<file path="src/rtl/uart_pkg.sv">
// uart_pkg: shared types and encodings for the buffered UART transmitter.
package uart_pkg;
    typedef enum logic [2:0] {IDLE, START, DATA, PARITY, STOP} state_e;
    localparam logic [1:0] PAR_NONE = 2'd0;
    localparam logic [1:0] PAR_EVEN = 2'd1;
    localparam logic [1:0] PAR_ODD  = 2'd2;
    localparam logic [1:0] PAR_RSVD = 2'd3;
    localparam int unsigned DATA_BITS_MIN = 5;
    // cfg_bits encodes N-5, so the index of the final data bit is N-1 = 4+bits.
    function automatic logic [2:0] last_bit_idx(input logic [1:0] bits);
        return 3'(DATA_BITS_MIN - 1) + {1'b0, bits};
    endfunction
    function automatic logic parity_en(input logic [1:0] par);
        return par != PAR_NONE && par != PAR_RSVD;
    endfunction
endpackage

</file>
<file path="src/rtl/uart_sync_fifo.sv">
// uart_sync_fifo: synchronous FIFO with level count; push ignored when full, pop ignored when empty.
module uart_sync_fifo #(
    parameter int DEPTH = 8,
    parameter int LVL_W = 4,
    parameter int W     = 8
) (
    input  logic             clk,
    input  logic             rst,
    input  logic             push_i,
    input  logic             pop_i,
    input  logic [W-1:0]     wdata_i,
    output logic [W-1:0]     rdata_o,
    output logic             full_o,
    output logic             empty_o,
    output logic [LVL_W-1:0] level_o
);
    localparam int AW = $clog2(DEPTH);
    logic [AW-1:0]    wr_q, rd_q;
    logic [LVL_W-1:0] level_q;
    logic [W-1:0]     mem_q [DEPTH];
    logic             do_push, do_pop;
    assign full_o  = level_q == LVL_W'(DEPTH);
    assign empty_o = level_q == '0;
    assign level_o = level_q;
    assign rdata_o = mem_q[rd_q];
    assign do_push = push_i && !full_o;
    assign do_pop  = pop_i && !empty_o;
    always_ff @(posedge clk or negedge rst) begin
        if (!rst) begin
            wr_q    <= '0;
            rd_q    <= '0;
            level_q <= '0;
        end else begin
            wr_q    <= wr_q + AW'(do_push);
            rd_q    <= rd_q + AW'(do_pop);
            level_q <= level_q + LVL_W'(do_push) - LVL_W'(do_pop);
        end
    end
    always_ff @(posedge clk) begin
        if (do_push) mem_q[wr_q] <= wdata_i;
    end
endmodule

</file>
<file path="src/rtl/uart_tx_frame.sv">
// uart_tx_frame: buffered UART transmitter with per-frame baud, data width, parity and stop config.
module uart_tx_frame
    import uart_pkg::*;
#(
    parameter int DIV_W      = 16,
    parameter int FIFO_DEPTH = 8,
    parameter int LVL_W      = 4
) (
    input  logic             clk,
    input  logic             rst,
    input  logic [DIV_W-1:0] cfg_div,
    input  logic [1:0]       cfg_bits,
    input  logic [1:0]       cfg_parity,
    input  logic             cfg_stop2,
    input  logic             s_valid,
    output logic             s_ready,
    input  logic [7:0]       s_data,
    output logic             txd,
    output logic             busy,
    output logic             tx_done,
    output logic [LVL_W-1:0] fifo_level
);
    state_e           state_q, state_d;
    logic [DIV_W-1:0] cnt_q, cnt_d, div_q, div_d;
    logic [1:0]       bits_q, bits_d, par_mode_q, par_mode_d;
    logic             stop2_q, stop2_d, stop_idx_q, stop_idx_d, acc_q, acc_d;
    logic [7:0]       shift_q, shift_d, fifo_rdata;
    logic [2:0]       idx_q, idx_d;
    logic             pop, fifo_full, fifo_empty, tick;

    uart_sync_fifo #(.DEPTH(FIFO_DEPTH), .LVL_W(LVL_W), .W(8)) u_fifo (
        .clk     (clk),
        .rst     (rst),
        .push_i  (s_valid),
        .pop_i   (pop),
        .wdata_i (s_data),
        .rdata_o (fifo_rdata),
        .full_o  (fifo_full),
        .empty_o (fifo_empty),
        .level_o (fifo_level)
    );

    assign s_ready = !fifo_full;
    assign busy    = state_q != IDLE || !fifo_empty;
    assign tick    = cnt_q == div_q;
    assign txd     = state_q == START  ? 1'b0 :
                     state_q == DATA   ? shift_q[0] :
                     state_q == PARITY ? acc_q ^ (par_mode_q == PAR_ODD) : 1'b1;

    always_comb begin
        state_d    = state_q;
        cnt_d      = (state_q == IDLE || tick) ? '0 : cnt_q + DIV_W'(1);
        div_d      = div_q;
        bits_d     = bits_q;
        par_mode_d = par_mode_q;
        stop2_d    = stop2_q;
        stop_idx_d = stop_idx_q;
        acc_d      = acc_q;
        shift_d    = shift_q;
        idx_d      = idx_q;
        pop        = 1'b0;
        tx_done    = 1'b0;
        unique case (state_q)
            IDLE:   pop = !fifo_empty;
            START:  if (tick) begin
                state_d = DATA;
                idx_d   = '0;
            end
            DATA:   if (tick) begin
                shift_d = shift_q >> 1;
                acc_d   = acc_q ^ shift_q[0];
                idx_d   = idx_q + 3'd1;
                if (idx_q == last_bit_idx(bits_q)) state_d = parity_en(par_mode_q) ? PARITY : STOP;
            end
            PARITY: if (tick) state_d = STOP;
            STOP:   if (tick) begin
                if (stop2_q && !stop_idx_q) stop_idx_d = 1'b1;
                else begin
                    tx_done = 1'b1;
                    pop     = !fifo_empty;
                    state_d = IDLE;
                end
            end
            default: state_d = IDLE;
        endcase
        // A pop always starts a new frame on the same edge, snapshotting config.
        if (pop) begin
            state_d    = START;
            cnt_d      = '0;
            div_d      = cfg_div;
            bits_d     = cfg_bits;
            par_mode_d = cfg_parity;
            stop2_d    = cfg_stop2;
            stop_idx_d = 1'b0;
            acc_d      = 1'b0;
            shift_d    = fifo_rdata;
        end
    end

    always_ff @(posedge clk or negedge rst) begin
        if (!rst) begin
            state_q    <= IDLE;
            cnt_q      <= '0;
            div_q      <= '0;
            bits_q     <= '0;
            par_mode_q <= PAR_NONE;
            stop2_q    <= 1'b0;
            stop_idx_q <= 1'b0;
            acc_q      <= 1'b0;
            shift_q    <= '0;
            idx_q      <= '0;
        end else begin
            state_q    <= state_d;
            cnt_q      <= cnt_d;
            div_q      <= div_d;
            bits_q     <= bits_d;
            par_mode_q <= par_mode_d;
            stop2_q    <= stop2_d;
            stop_idx_q <= stop_idx_d;
            acc_q      <= acc_d;
            shift_q    <= shift_d;
            idx_q      <= idx_d;
        end
    end
endmodule

</file>
<file path="config.mk">
export PLATFORM = sky130hd
export DESIGN_NAME = uart_tx_frame
export DESIGN_NICKNAME = d
export VERILOG_FILES = /design/src/rtl/uart_pkg.sv /design/src/rtl/uart_sync_fifo.sv /design/src/rtl/uart_tx_frame.sv
export SDC_FILE = /design/constraint.sdc
export NUM_CORES = 1
export LEC_CHECK = 0
export ABC_CLOCK_PERIOD_IN_PS = 6870
export CAP_MARGIN = 15
export CORE_ASPECT_RATIO = 1.25
export CORE_UTILIZATION = 53
export DETAILED_ROUTE_END_ITERATION = 10
export PLACE_DENSITY_LB_ADDON = 0.05
export SYNTH_ARGS = -nofsm -noshare
export SYNTH_HDL_FRONTEND = slang
export SYNTH_SLANG_ARGS = --single-unit
</file>
<file path="constraint.sdc">
create_clock -name clk -period 6.87 [get_ports clk]
set_input_delay 0.687 -clock clk [delete_from_list [all_inputs] [get_ports clk]]
set_output_delay 0.687 -clock clk [all_outputs]
set_load 0.01 [all_outputs]
</file>
* After elaboration in Yosys (flattened, before gate mapping)
Memories as Yosys holds them, arrays and structs flattened.
Index checks and enable logic that the tools add are counted.
Widths: inputs -> output; s select.
** Word-level totals
- Bits in registers :: 63
- RAM bits :: 64
- Input port bits :: 32
- Output and inout bits :: 8
- Logic and storage cells :: 98
- Memories :: 1
** Operators by class
- Add/sub/neg operators :: 7
- Eq/ne operators :: 18
- Muxes and demuxes :: 35
- Bitwise operators :: 2
- Reduce and logical (&&, ||, !) cells :: 22
** Memory list
- u_fifo.mem_q :: words 8, bits a word 8, read ports 1, clocked after Yosys merged registers in 0, wr ports 1, RTL line uart_sync_fifo.sv:20 : logic [W-1:0] mem_q [DEPTH];
** Operators with widths (count)
- $mux 16 :: 2
- $mux 3 :: 10
- $mux 8 :: 3
- $mux 1 :: 17
- $add 16x1->16 const B :: 1
- $eq 16x16->1 :: 1
- $ne 3x2->1 const B :: 5
- $pmux 3 s5 :: 1
- $reduce_bool 2->1 :: 6
- $reduce_and 7->1 :: 1
- $add 3x1->3 :: 2
- $eq 3x2->1 const B :: 2
- $ne 2x2->1 const B :: 3
- $pmux 3 s2 :: 1
- $reduce_and 3->1 :: 2
- $add 4x1->4 :: 1
- $eq 4x4->1 const B :: 1
- $logic_and 1x1->1 :: 4
- $logic_not 4->1 :: 1
- $sub 4x1->4 :: 1
- $add 3x1->3 const B :: 1
- $add 3x2->3 const A :: 1
- $eq 3x1->1 const B :: 1
- $eq 3x3->1 :: 1
- other kinds (11) :: 15

* Longest topological paths before layout
Gate-level depths: netlist of run 1.
- Word-level depth :: 7
- Depth in mapped cells :: 14
- Gate-level depth less buffers :: 13

* Hierarchy
From an unflattened synthesis of run 1, not the netlist that was laid out.
** Unflattened totals
- Cells, all modules :: 382
- Area, all modules :: 5709.2 um^2
** Modules (own cells, without submodules)
- uart_sync_fifo :: instances 1, cells each 144, area each 3029.2 um^2, seq. area each 2172.1 um^2
- uart_tx_frame :: instances 1, cells each 238, area each 2680.1 um^2, seq. area each 1326.3 um^2

* Worst setup path before layout of run 1
OpenSTA, ideal clock, no wires.
- Path type :: register to register
- From :: register u_fifo.level_q[2], in the netlist u_fifo.level_o[2]
- To :: register u_fifo.level_q[2], in the netlist u_fifo.level_o[2]
- Setup time :: 0.122 ns
- Arrival time :: 2.636 ns
- Data required time :: 6.748 ns
- Setup slack :: 4.112 ns
- Cell stages (with the launch flop) :: 14
- Buffers on the path :: 1
- Period minus slack after synthesis :: 2.758 ns
- Cell sequence :: dfrtp_1 -> inv_1 -> ha_1 -> nor3b_1 -> nand2b_1 -> nor2_1 -> a31oi_4 -> clkbuf_8 -> inv_1 -> ha_1 -> inv_1 -> ha_1 -> fa_1 -> xor2_1
** Between the ends
- Longest elaborated chain between the ends :: 7
- Elaborated cells on any way between the ends :: 11
- Classes of those cells :: add/sub (2); eq/ne (1); mux (3); reduce/logical (5)
** Ends and longest elaborated chain
- from (decl) :: RTL line uart_sync_fifo.sv:19 : logic [LVL_W-1:0] level_q;
- from (signal assigned) :: RTL line uart_sync_fifo.sv:36 : level_q <= level_q + LVL_W'(do_push) - LVL_W'(do_pop);
- branches (longest 6 deep; another with $add 4x1->4)
- $sub 4x1->4 (*) :: RTL line uart_sync_fifo.sv:36
Every way passes the cells marked *.
A chain may end at the register's enable or synchronous reset.

* Final worst setup path of run 1
- From :: register cnt_q[2]
- To :: output tx_done
** Between the ends
- Longest elaborated chain between the ends :: 3
** Ends and longest elaborated chain
- from (decl) :: RTL line uart_tx_frame.sv:24 : logic [DIV_W-1:0] cnt_q, cnt_d, div_q, div_d;
- from (signal assigned) :: RTL line uart_tx_frame.sv:114 : cnt_q <= cnt_d;
- $eq 16x16->1 :: RTL line uart_tx_frame.sv:45 : assign tick = cnt_q == div_q;
- $mux 1 :: RTL line uart_tx_frame.sv:76 : STOP: if (tick) begin
- $mux 1 :: RTL line uart_tx_frame.sv:63 : unique case (state_q)
- to (decl) :: RTL line uart_tx_frame.sv:20 : output logic tx_done,
No other way between the ends.

==> reports/results.ini, run 1 <==
[min_path]
holdCritPathClass=input pin to async pin

[cells_and_area]
flow.area_growth_from_synthesis_pct=20.1
layout_cells_sized_above_1=0.178
final_cell_count_no_fill=578
final_net_count=481
insertedDiodeCount=0
filler_cell_count=752
postLayoutCoreUtil=0.660

[drt]
drt_first_pass_iters=6
wire_per_inst_um=17.1
detail-route-antenna-nets=0
remaining_drcs=0
final_wirelength_mm=9.90
routed-via-count=3197
avgViaCountPerCell=5.53
initialDrtViolationCount=154

[critical_path]
reg2reg_depth=13
path_delay_family=simple AND/OR/NAND/NOR gates
cp.arrival_ns=2.68
flop_to_flop_setup_slack_ns=3.64
worst_reg2reg_endpoint=u_fifo.level_o[2]$_DFF_PN0_
cp.depth=6
crit_required_ns=6.18
critical-path-slowest-cell=sky130_fd_sc_hd__clkdlybuf4s50_1
path_buf_inv=1
max_stage_delay_ns=0.54
crit_path_end_kind=output pin
startpoint_type=flip-flop
path_cells=xor2_1, nor4_2, and4_1, nand2_4, nor2_1, clkdlybuf4s50_1
r2r_start=u_fifo.level_o[2]$_DFF_PN0_
path_max_fanout=7
criticalPathCategory=flip-flop to output pin

[floorplan]
io-pin-count=40
chipWidth_um=94.0
core_area_um2=10200
initial_core_util=0.549
rows=41
floorplan.die_area_um2=11000
die_height_um=117

[sta]
final.min_clock_period_ns=3.36
worst_slew_pin_slew_ns=0.896
rsz0062_at_grt=false
max_clock_freq_mhz=297
timing.setup.tns_ns=0
timing.final.crit_share=0.490
timing.final.max_slew_violations=0
setup_viol_count_final=0
timing.final.hold_violations=0
slew_headroom=0.400
finClkSkew_ns=0.0119

[synthesis]
synth-edff-count=64
dominantRegCellSynth=sky130_fd_sc_hd__edfxtp_1
synth.top_cells.by_area=sky130_fd_sc_hd__edfxtp_1 34%, sky130_fd_sc_hd__dfrtp_1 28%, sky130_fd_sc_hd__mux4_2 6.4%, sky130_fd_sc_hd__xor2_1 5.0%, sky130_fd_sc_hd__mux2_2 4.2%
mappedNetlistArea_um2=5610
synth.cells.most_frequent=64 x sky130_fd_sc_hd__edfxtp_1, 63 x sky130_fd_sc_hd__dfrtp_1, 32 x sky130_fd_sc_hd__xor2_1
synth.yosys.warnings=0
ys_seq_area_frac=0.624
biggest_area_consumer_among_synthesized_cells=sky130_fd_sc_hd__edfxtp_1
ys_ff_latch=127
netlist.area_leader.share=0.343
ys_async_sr_fraction=0.496
syn_nets=435
synth_most_common_cell=sky130_fd_sc_hd__edfxtp_1
synth_area_per_cell_um2=14.4
syn-instance-count=390
unique_cell_type_count_in_the_yosys_netlist=49

[place]
placement.io_buffers=39
gp_congestion=0.808
detailed_place_hpwl_mm=6.52
numPlacedInstances=545

[cts]
cts_tree=yes
number_of_buffers_created_by_cts=17
latest_clock_arrival_within_the_worst_skew_pair_ns=0.41
cts_buffer_depth=2
cts.sinks=127
post_cts_resized=0
post_cts.repair.setup_buffers=0
clockRootBuffer=sky130_fd_sc_hd__clkbuf_16
clk_transition_reported_paths_ns=0.06
htree_num_levels=4
holdBufCountCts=0

[pwr]
relative_contribution_of_the_clock_network_to_total_power=0.327
internal-power_mw=2.03
p_leak_nw=2.66
share_of_total_power_in_combinational_logic=0.270
total_net_switching_power_mw=0.869
power.switching_fraction=0.300
worst_ir_drop_vdd_mv=0.295
pwr_density_cell_nw_per_um2=430
power.sequential.fraction=0.402

[global_routing]
wire_length_of_the_first_global_routing_pass_mm=16.6
globalRoute.totalOverflow=0
grt_max_degree=64
global_route.usage.total=0.205
antenna_found_initial=0
grt_pass1_vias=3321

[flow_run]
max_cap_viol_count=0

[outcome]
status=finished clean

## through the flow
stage	setup WS, ns	instance area [um2]	total power [mW]	hold slack [ns]
global route	3.31	6730	3.08	0.504
finish	3.51	6730	2.89	0.444
global placement	3.73	6070	1.93	0.479
detailed placement	3.64	6070	1.96	0.511
floorplan	4.11	5610	1.75	0.391
CTS	3.47	6710	2.91	0.473
## cell type report
cell class / instances / area (um2) / area share
repair buffers: 42 / 428 / 0.0635
clock buffers: 17 / 425 / 0.0632
clock inverters: 15 / 208 / 0.0308
multi-input cells: 236 / 1970 / 0.292
flip-flops and latches: 127 / 3500 / 0.520
inverters: 12 / 45.0 / 0.00669
well taps: 129 / 161 / 0.0240
## worst register-to-register path, delay by kind of cell, from the launching register on
| kind | cells | cell delay [ns] |
|---|---|---|
| AO/OA/AOI/OAI | 1 | 0.15 |
| AND/OR/NAND/NOR | 3 | 0.67 |
| buffers and inverters | 4 | 0.75 |
| flip-flops | 1 | 0.37 |
| adder cells (fa/ha/maj) | 4 | 1.04 |
| XOR/XNOR | 1 | 0.15 |
## kinds of logic after synthesis
| group | share of synthesized area |
|---|---|
| AO/OA/AOI/OAI | 0.0500 |
| XOR/XNOR | 0.0578 |
| adder cells (fa/ha/maj) | 0.0303 |
| buffers and inverters | 0.0270 |
| flip-flops | 0.624 |
| multiplexers | 0.121 |
| AND/OR/NAND/NOR | 0.0904 |
## power by group through the flow
stage	combinational, mW	sequential (mW)	clock [mW]
2_1_floorplan	0.652	1.10	0
3_3_place_gp	0.737	1.19	0
3_5_place_dp	0.758	1.20	0
4_1_cts	0.762	1.19	0.964
5_1_grt	0.883	1.20	0.999
6_report	0.782	1.16	0.948
## layer usage
layer	vias up	part of all wire	routed length (um)	track usage
met5	-	0	0	0
met4	0	0.014	142	0.0790
met3	14	0.037	363	0.0620
met2	71	0.52	5170	0.338
li1	1526	-	-	-
met1	1586	0.43	4230	0.257
## worst max-delay path by stage
stage                                           start                           to  slack (ns)
after CTS                          cnt_q[2]$_DFF_PN0_                      tx_done        3.47
after detailed placement  u_fifo.level_o[2]$_DFF_PN0_  u_fifo.level_o[2]$_DFF_PN0_        3.64
after global placement    u_fifo.level_o[2]$_DFF_PN0_  u_fifo.level_o[2]$_DFF_PN0_        3.73
final                              cnt_q[2]$_DFF_PN0_                      tx_done        3.51
after floorplan           u_fifo.level_o[2]$_DFF_PN0_  u_fifo.level_o[2]$_DFF_PN0_        4.11
after global routing      u_fifo.level_o[2]$_DFF_PN0_  u_fifo.level_o[2]$_DFF_PN0_        3.31
## registers in the layout, summed over array words and instances (netlist names)
| signal | count |
|---|---|
| idx_q | 3 |
| par_mode_q | 2 |
| stop2_q | 1 |
| bits_q | 2 |
| stop_idx_q | 1 |
| u_fifo.level_o | 4 |
| acc_q | 1 |
| u_fifo.rd_q | 3 |
| state_q | 3 |
| shift_q | 8 |
| u_fifo.wr_q | 3 |
| cnt_q | 16 |
| u_fifo.mem_q | 64 |
| div_q | 16 |
## cell usage in the layout, fill, tap and decap left out, drive strengths merged, types with 3 or more instances in the layout
master / n
a211oi: 6
a21oi: 13
and2: 3
and3: 5
buf: 4
bufinv: 4
clkbuf: 17
clkdlybuf4s50: 38
clkinv: 7
dfrtp: 63
edfxtp: 64
ha: 12
inv: 15
mux2: 21
mux2i: 8
mux4: 16
nand2: 16
nand2b: 4
nand3: 12
nand4: 4
nor2: 30
nor2b: 6
nor3: 5
nor4: 4
o21ai: 11
xnor2: 5
xor2: 32
Note: power is estimated with default switching activity, not from simulation.
==> run 2: changes to the inputs <==
ABC_CLOCK_PERIOD_IN_PS = 2810   (was 6870)
clock period = 2.81 ns   (was 6.87 ns; I/O delays follow)
==> run 2 against run 1 <==
Compared with the run above:
- worst setup slack got worse by 3.3 ns
- via count is 3.2% higher
- hold slack got worse by 0.16 ns
- routed wire length up 4.4%
- first-iteration DRC count fell by 22%
- critical path depth is 6 higher
- power is 150% higher
- register-to-register slack worse by 3.4 ns
- combinational power rose to 2.7 times the previous value
- critical path type is now flip-flop to flip-flop
- sequential share of layout area shrank 0.73 points
==> reports/results.ini, run 2 (synthesis results as in run 1) <==
[cts]
cts_tree=yes
htree_num_levels=4
clk_transition_reported_paths_ns=0.06
number_of_buffers_created_by_cts=17
clockRootBuffer=sky130_fd_sc_hd__clkbuf_16
cts_buffer_depth=2
cts.sinks=127
latest_clock_arrival_within_the_worst_skew_pair_ns=0.41

[global_routing]
global_route.usage.total=0.209
wire_length_of_the_first_global_routing_pass_mm=16.8
grt_max_degree=39
grt_pass1_vias=3419
antenna_found_initial=0
globalRoute.totalOverflow=0

[drt]
wire_per_inst_um=17.5
detailroute.wirelength.met2_mm=5.55
routed-via-count=3298
wl_met1_mm=4.33
drt_first_pass_iters=4
final_wirelength_mm=10.3
met3_length_um=364
dr.max_layer_used=met4
remaining_drcs=0
initialDrtViolationCount=120
avgViaCountPerCell=5.57
detail-route-antenna-nets=0

[cells_and_area]
leading_cell_type_in_the_layout_fill_and_taps_excluded=sky130_fd_sc_hd__edfxtp_1
insertedDiodeCount=0
flow.area_growth_from_synthesis_pct=21.8
layout.cell_area.non_filler_um2=6830
final_net_count=495
largest-register=u_fifo.mem_q
layout.cells.most_common_list=64 x sky130_fd_sc_hd__edfxtp_1, 63 x sky130_fd_sc_hd__dfrtp_1, 37 x sky130_fd_sc_hd__clkdlybuf4s50_1
filler_cell_count=748
layout.area.seq_um2=3500
layout_cells_sized_above_1=0.207
largest_reg_flops=64
multi_input_comb_area_um2=1990
reg.largest.list=u_fifo.mem_q x64, cnt_q x16, div_q x16

[place]
placed_cell_area_um2=6170
detailed_place_hpwl_mm=7.03
gp_congestion=0.822
placement.io_buffers=39

[floorplan]
io-pin-count=40
rows=41
core_area_um2=10200
floorplan.die_area_um2=11000
chipWidth_um=94.0
initial_core_util=0.549
die_height_um=117

[min_path]
holdCritPathClass=input pin to async pin

[critical_path]
reg2reg_depth=12
r2r_start=cnt_q[14]$_DFF_PN0_
path_cells=xor2_1, nor4_2, buf_4, and4_4, a31oi_4, inv_1, ha_1, inv_1, ha_1, a21o_1, a21oi_1, xor2_1
path_delay_family=simple AND/OR/NAND/NOR gates
critical-path-slowest-cell=sky130_fd_sc_hd__dfrtp_1
crit_required_ns=3.13
startpoint_type=flip-flop
crit_path_end_kind=flip-flop
flop_to_flop_setup_slack_ns=0.19
path_max_fanout=4
cp.arrival_ns=2.94
criticalPathCategory=flip-flop to flip-flop
path_buf_inv=3
max_stage_delay_ns=0.42
worst_reg2reg_endpoint=u_fifo.level_o[3]$_DFF_PN0_

[flow_run]
max_cap_viol_count=0

[sta]
timing.final.hold_violations=0
timing.setup.tns_ns=0
timing.final.max_slew_violations=0
finClkSkew_ns=0.0114
timing.final.crit_share=0.932
rsz0062_at_grt=false
final.min_clock_period_ns=2.62
worst_slew_pin_slew_ns=0.527
slew_headroom=0.649
worst_hold_slack_after_final_layout_ns=0.288
setup_viol_count_final=0
max_clock_freq_mhz=382

[pwr]
p_leak_nw=2.71
worst_ir_drop_vdd_mv=0.652
pwr_density_cell_nw_per_um2=1040

[outcome]
status=finished clean

-- run 2: what timing repair did --
action,4_1_cts,5_1_grt
setup buffers,1,0
setup endpoints to repair,4,3
pin swaps,1,0
hold endpoints to repair,9,0
hold buffers,1,0
resized for setup,5,3
-- run 2: routing by layer --
metal	vias to the layer above	GRT usage
met3	11	0.0497
met1	1666	0.247
met4	0	0.0677
met5	-	0
li1	1556	-
met2	65	0.377
-- run 2: power breakdown --
| part | switching, mW | total [mW] | internal (mW) |
|---|---|---|---|
| sequential | 0.360 | 2.80 | 2.44 |
| combinational | 1.01 | 2.08 | 1.07 |
| clock | 0.814 | 2.22 | 1.41 |
| total | 2.18 | 7.10 | 4.92 |
-- run 2: layout make-up --
| cell class | count | area share |
|---|---|---|
| Sequential cell | 127 | 0.512 |
| Timing Repair Buffer | 56 | 0.0771 |
| Multi-Input combinational cell | 236 | 0.291 |
| Clock inverter | 15 | 0.0267 |
| Tap cell | 129 | 0.0236 |
| Clock buffer | 17 | 0.0623 |
| Inverter | 12 | 0.00659 |
-- run 2: how the worst max path moves through the flow --
| stage | from | end | slack, ns | cells past startpoint |
|---|---|---|---|---|
| floorplan | u_fifo.level_o[2]$_DFF_PN0_ | u_fifo.level_o[2]$_DFF_PN0_ | 0.05 | 13 |
| global placement | cnt_q[12]$_DFF_PN0_ | u_fifo.level_o[3]$_DFF_PN0_ | 0.11 | 11 |
| detailed placement | cnt_q[12]$_DFF_PN0_ | u_fifo.level_o[3]$_DFF_PN0_ | 0.02 | 11 |
| CTS | u_fifo.level_o[2]$_DFF_PN0_ | u_fifo.level_o[2]$_DFF_PN0_ | 0.004 | 12 |
| global route | cnt_q[9]$_DFF_PN0_ | u_fifo.level_o[3]$_DFF_PN0_ | 0.01 | 11 |
| finish | cnt_q[14]$_DFF_PN0_ | u_fifo.level_o[3]$_DFF_PN0_ | 0.19 | 12 |
-- run 2: through the flow --
stage          instances  utilization  worst slack [ns]  power (mW)
2_1_floorplan        390            -            0.0516        4.28
3_3_place_gp         558        0.605             0.107        4.81
3_5_place_dp         558        0.605            0.0183        4.90
4_1_cts              592        0.668           0.00408        7.17
5_1_grt              592        0.669            0.0141        7.50
6_report             592        0.669             0.191        7.10
